==> src/rtl/seg_decoder.sv <==
// seg_decoder: recovers four digits from a scanned, active-low, multiplexed 7-segment display bus.
// Define SEG_DECODER_HEX_EN to also decode the hex letters A..F; without it they decode as errors.
module seg_decoder #(
    parameter int unsigned STABLE_CNT = 4
) (
    input  logic        clkIn,
    input  logic        rstNIn,
    input  logic [6:0]  segIn,
    input  logic        decimalIn,
    input  logic [3:0]  anodeIn,
    output logic [19:0] digitsOut,
    output logic [3:0]  dpOut,
    output logic        validOut,
    output logic        errorOut
);

    localparam logic [7:0] RUN_MAX    = 8'(STABLE_CNT);
    localparam logic [7:0] RUN_PRE    = 8'(STABLE_CNT - 1);
    localparam logic [4:0] CODE_BLANK = 5'd31;
    localparam logic [4:0] CODE_ERR   = 5'd30;

    // Exactly one active-low select line means a real digit is being driven.
    function automatic logic anodeValid(input logic [3:0] anode);
        logic ok;
        case (anode)
            4'hE, 4'hD, 4'hB, 4'h7: ok = 1'b1;
            default:                ok = 1'b0;
        endcase
        return ok;
    endfunction

    function automatic logic [1:0] anodeIndex(input logic [3:0] anode);
        logic [1:0] idx;
        case (anode)
            4'hD:    idx = 2'd1;
            4'hB:    idx = 2'd2;
            4'h7:    idx = 2'd3;
            default: idx = 2'd0;
        endcase
        return idx;
    endfunction

    function automatic logic [7:0] runSatInc(input logic [7:0] cnt);
        logic [7:0] res;
        if (cnt >= RUN_MAX) res = RUN_MAX;
        else                res = cnt + 8'd1;
        return res;
    endfunction

    // Returns {unknown, code}; blank is a legal pattern, not an error.
    function automatic logic [5:0] decodeSeg(input logic [6:0] seg);
        logic [5:0] res;
        case (seg)
            7'h40:   res = {1'b0, 5'd0};
            7'h79:   res = {1'b0, 5'd1};
            7'h24:   res = {1'b0, 5'd2};
            7'h30:   res = {1'b0, 5'd3};
            7'h19:   res = {1'b0, 5'd4};
            7'h12:   res = {1'b0, 5'd5};
            7'h02:   res = {1'b0, 5'd6};
            7'h78:   res = {1'b0, 5'd7};
            7'h00:   res = {1'b0, 5'd8};
            7'h10:   res = {1'b0, 5'd9};
`ifdef SEG_DECODER_HEX_EN
            7'h08:   res = {1'b0, 5'd10};
            7'h03:   res = {1'b0, 5'd11};
            7'h46:   res = {1'b0, 5'd12};
            7'h21:   res = {1'b0, 5'd13};
            7'h06:   res = {1'b0, 5'd14};
            7'h0E:   res = {1'b0, 5'd15};
`endif
            7'h7F:   res = {1'b0, CODE_BLANK};
            default: res = {1'b1, CODE_ERR};
        endcase
        return res;
    endfunction

    logic [11:0] sampleKey;
    logic [11:0] sample_p0;
    logic [7:0]  runCnt_p0;
    logic [7:0]  runNext;
    logic        selValid;
    logic        sameAsSample;
    logic        captureEn;
    logic [1:0]  capIdx;
    logic [3:0]  capBit;
    logic [5:0]  decoded;
    logic [3:0]  capMask_p1;
    logic [3:0]  maskMerged;
    logic        frameDone;
    logic [19:0] digitsNext;
    logic [3:0]  dpNext;

    // Stage 0: run-length tracking against the previous sample
    assign sampleKey    = {anodeIn, segIn, decimalIn};
    assign selValid     = anodeValid(anodeIn);
    assign sameAsSample = (sampleKey == sample_p0);

    always_comb begin
        runNext = 8'd1;
        if (!selValid)         runNext = 8'd0;
        else if (sameAsSample) runNext = runSatInc(runCnt_p0);
    end

    // Only the transition into saturation captures, so one stable run yields one capture.
    assign captureEn  = (runCnt_p0 == RUN_PRE) && (runNext == RUN_MAX);
    assign capIdx     = anodeIndex(anodeIn);
    assign capBit     = 4'b0001 << capIdx;
    assign decoded    = decodeSeg(segIn);
    assign maskMerged = capMask_p1 | capBit;
    assign frameDone  = captureEn && (maskMerged == 4'hF);

    // Stage 1: slot update and frame tracking
    always_comb begin
        digitsNext = digitsOut;
        dpNext     = dpOut;
        for (int i = 0; i < 4; i++) begin
            if (captureEn && (capIdx == 2'(i))) begin
                digitsNext[5*i +: 5] = decoded[4:0];
                dpNext[i]            = ~decimalIn;
            end
        end
    end

    always_ff @(posedge clkIn or negedge rstNIn) begin
        if (!rstNIn) begin
            sample_p0  <= '1;
            runCnt_p0  <= '0;
            capMask_p1 <= '0;
            digitsOut  <= '1;
            dpOut      <= '0;
            validOut   <= 1'b0;
            errorOut   <= 1'b0;
        end else begin
            sample_p0 <= sampleKey;
            runCnt_p0 <= runNext;
            digitsOut <= digitsNext;
            dpOut     <= dpNext;
            validOut  <= frameDone;
            errorOut  <= captureEn && decoded[5];
            if (captureEn) begin
                capMask_p1 <= frameDone ? 4'h0 : maskMerged;
            end
        end
    end

endmodule

==> config.mk <==
export PLATFORM = sky130hd
export DESIGN_NAME = seg_decoder
export DESIGN_NICKNAME = d
export VERILOG_FILES = /design/src/rtl/seg_decoder.sv
export SDC_FILE = /design/constraint.sdc
export NUM_CORES = 1
export LEC_CHECK = 0
export BUFFER_PORTS_ARGS = -buffer_cell sky130_fd_sc_hd__clkbuf_2
export CELL_PAD_IN_SITES_DETAIL_PLACEMENT = 2
export CELL_PAD_IN_SITES_GLOBAL_PLACEMENT = 2
export CORE_AREA = 2 2 101 74
export CTS_CLUSTER_DIAMETER = 150
export DETAILED_ROUTE_END_ITERATION = 8
export DIE_AREA = 0 0 103 76
export PLACE_DENSITY_LB_ADDON = 0.1
export SYNTH_ARGS = -nofsm -noshare
export SYNTH_HDL_FRONTEND = slang
export SYNTH_SLANG_ARGS = --single-unit
==> constraint.sdc <==
create_clock -name clkIn -period 2.5 [get_ports clkIn]
set_input_delay 0.5 -clock clkIn [delete_from_list [all_inputs] [get_ports clkIn]]
set_output_delay 0.5 -clock clkIn [all_outputs]
set_load 0.02 [all_outputs]
==> run_results.csv <==
group,metric,value,unit
status,status,"completed",
clock_tree,clkTransAtPathRegs,90,ps
die,pin_count,40,
die,die_y,76,um
clock_tree,cts_hold_buf,0,
timing,finalSetupViolCount,0,
run,maxCapViolations,0,
routing,wl,5.86,mm
yosys,synth-async-reset-ratio,100,%
yosys,synth-seq-cells,50,
yosys,synth_cell_types,47,
worst_setup_path,critical_path_class,"reg2reg",
placement,port_buffers,39,
worst_setup_path,cp_cell_sequence,"xnor2_1 -> nand4_1 -> or3_1 -> a211oi_2 -> a21oi_1",
pwr,clkPwrFrac,37.6,%
yosys,synth_edf_count,0,
routing,post_drt_wl_per_cell,16.7,um
timing,fin_tns_setup,0,ps
worst_setup_path,critPathTopFamily,"simple AND/OR/NAND/NOR gates",
die,rows,26,
finish,n_antenna_cell,0,
global_route,grt_pass1_wl,9.74,mm
pwr,pwr_density_cell,542,nW/um^2
timing,worst_slew_pin_slew,904,ps
yosys,synthAdderAreaFrac,1.02,%
worst_setup_path,worstReg2RegStart,"sample_p0[7]",
timing,finClkSkew,4.72,ps
global_route,grt_util_all_layers,16.3,%
clock_tree,cts_max_path_buffers,2,
worst_setup_path,crit_required,2720,ps
yosys,synth-compound-area-share,12.0,%
timing,slew_headroom,39.1,%
worst_setup_path,worstReg2RegEnd,"digitsOut[4]",
yosys,synth_xor_area_share,4.64,%
timing,fin_crit,2020,ps
pwr,switching_share,24.1,%
pwr,internal_power,1180,uW
finish,final_cells,351,
yosys,yosys_most_used_dff,"dfstp_2",
yosys,yosysWarnings,0,
placement,routabilityCongestion,0.794,
routing,vias_per_cell,5.03,
pwr,ir_drop,0.000218,V
worst_setup_path,rr_worst_depth,5,
finish,nNetsFinal,268,
die,fp.dieW,103,um
timing,finalCritPeriodShare,80.8,%
die,design.core.area,6960,um^2
global_route,grt_max_degree,51,
yosys,syn-instance-count,211,
timing,rsz0062_at_grt,"no",
worst_hold_path,hold_class,"in2async",
pwr,p_total,1550,uW
finish,drive_above_1_share,37.2,%
yosys,synth.avg_cell_area,11.6,um^2
timing,hold_viol,0,
clock_tree,worstSkewPairLatency,310,ps
die,initial_core_util,35.2,%
routing,remaining_drc_errors,0,
clock_tree,cts_setup_buffers,0,
clock_tree,numCtsBuffers,5,
placement,dpl.cell_count,343,
pwr,p_leak,0.00124,uW
timing,fmax,0.495,GHz
finish,nFillCells,771,
clock_tree,cts_resized,0,
clock_tree,cts_tree,"built",
worst_setup_path,cp_num_cells,5,
clock_tree,clock-sinks,50,
pwr,p_sw,372,uW
worst_setup_path,cpPeakStageDelay,540,ps
worst_setup_path,cp-end-kind,"register",
worst_setup_path,worst-path-buf-inv,0,
finish,area_growth,16.4,%
global_route,antenna_found_initial,0,
yosys,ys_seq_area_share,52.6,%
timing,fin_ws,479,ps
worst_setup_path,worstPathArrival,2240,ps
worst_setup_path,reg2reg_slack,480,ps
routing,postRouteAntennaNets,0,
worst_setup_path,critPathLaunchType,"register",
yosys,syn_area,2450,um^2
pwr,pwr-share-seq,54.4,%
placement,dp_hpwl,4.38,mm
worst_setup_path,crit_fanout,4,
clock_tree,htree_levels,2,
routing,vias,1765,
timing,drv_slew,0,
placement,dp_slack,174,ps
global_route,grt_pass1_vias,1816,
worst_setup_path,critPathSlowestCell,"dfstp_2",
finish,post-route-util,41.0,%
pwr,p_comb_share,8.1,%
die,dieArea,7830,um^2
clock_tree,clockRootBuffer,"clkbuf_8",
yosys,synthMuxAreaShare,6.73,%
routing,first_iter_violations,77,
yosys,synth_top_family_by_area,"simple AND/OR/NAND/NOR gates",
global_route,grt_overflow,0,
yosys,yosys.area_share.simple,17.7,%
routing,first_pass_iters,4,
[cell usage in the layout (no fill, tap or decap), types with 2 or more instances in the layout]
master	count
nor4_1	3
dfrtp_1	18
ha_1	2
nor3b_1	2
clkbuf_8	5
nand3_1	5
nand4_1	5
mux2_1	12
nand3b_1	3
dfstp_2	32
and4b_1	2
xnor2_1	13
nand2b_1	5
nor2b_1	2
inv_1	11
a21oi_1	14
o21ai_0	4
clkbuf_2	39
buf_4	6
a31oi_1	9
a21boi_1	4
or3b_1	2
nor3_1	2
nand2_1	7
nor2_1	12
nand4b_1	2
conb_1	5
mux2i_1	3
nand3_4	4
[cells in the mapped netlist (all sizes together) (3+ instances only)]
cell | instances | area (um^2)
clkbuf | 4 | 15.0
inv | 11 | 41.3
nor2 | 12 | 45.0
o21ai | 5 | 25.0
nand2b | 5 | 31.3
buf | 11 | 70.1
nor4 | 4 | 40.0
nand3 | 9 | 95.1
nand2 | 7 | 26.3
dfrtp | 18 | 450
a21boi | 5 | 37.5
nand3b | 3 | 22.5
a21oi | 14 | 70.1
a31oi | 9 | 56.3
mux2i | 3 | 30.0
nand4 | 6 | 43.8
nor3 | 3 | 26.3
xnor2 | 13 | 114
mux2 | 12 | 135
dfstp | 32 | 841
[sequential cells by signal, summed over array words and instances, names as in the netlist]
| register | cells |
|---|---|
| digitsOut | 20 |
| errorOut | 1 |
| sample_p0 | 12 |
| capMask_p1 | 4 |
| runCnt_p0 | 8 |
| validOut | 1 |
| dpOut | 4 |
[per-layer routing]
layer,up-vias,global-route usage [%],share of wire (%)
li1,819,-,-
met1,915,24.7,51
met2,25,23.8,45
met3,6,3.30,3.4
met4,0,4.34,1.0
met5,-,0,0
[power groups by stage]
stage / Clock (uW) / Combinational (uW) / Sequential [uW]
after global routing: 640 / 141 / 844
after floorplan: 0 / 80.0 / 854
after CTS: 608 / 128 / 842
final: 581 / 125 / 841
after global placement: 0 / 126 / 855
after detailed placement: 0 / 127 / 855
[metrics by stage]
stage | hold slack, ps | area (um^2)
after floorplan | 204 | 2470
after global placement | 510 | 2750
after detailed placement | 516 | 2750
after CTS | 304 | 2860
after global routing | 343 | 2860
final | 282 | 2860
[cells by family after synthesis]
kind of cell,Yosys count
simple gates,62
flops,50
compound gates,42
buf+inv,26
mux,15
xor+xnor,13
fa+ha+maj,2
other cells,1
[area by class of cell]
cell class | instances | area [um^2] | share of cell area (%)
multi-input cells | 139 | 1050 | 36.8
well taps | 98 | 123 | 4.29
clock buffers | 6 | 72.6 | 2.54
flip-flops and latches | 50 | 1290 | 45.2
clock inverters | 2 | 37.5 | 1.31
repair buffers | 45 | 240 | 8.41
inverters | 11 | 41.3 | 1.45
[how the worst max path moves through the flow]
stage          slack (ps)            end         start
6_report              480   digitsOut[4]  sample_p0[7]
5_1_grt               350  digitsOut[19]  sample_p0[7]
4_1_cts               480   digitsOut[4]  sample_p0[7]
3_5_place_dp          170  digitsOut[13]      segIn[1]
3_3_place_gp          230  digitsOut[18]      segIn[1]
2_1_floorplan         510  capMask_p1[2]      segIn[2]
No activity file was read; power rests on OpenSTA's default activity.
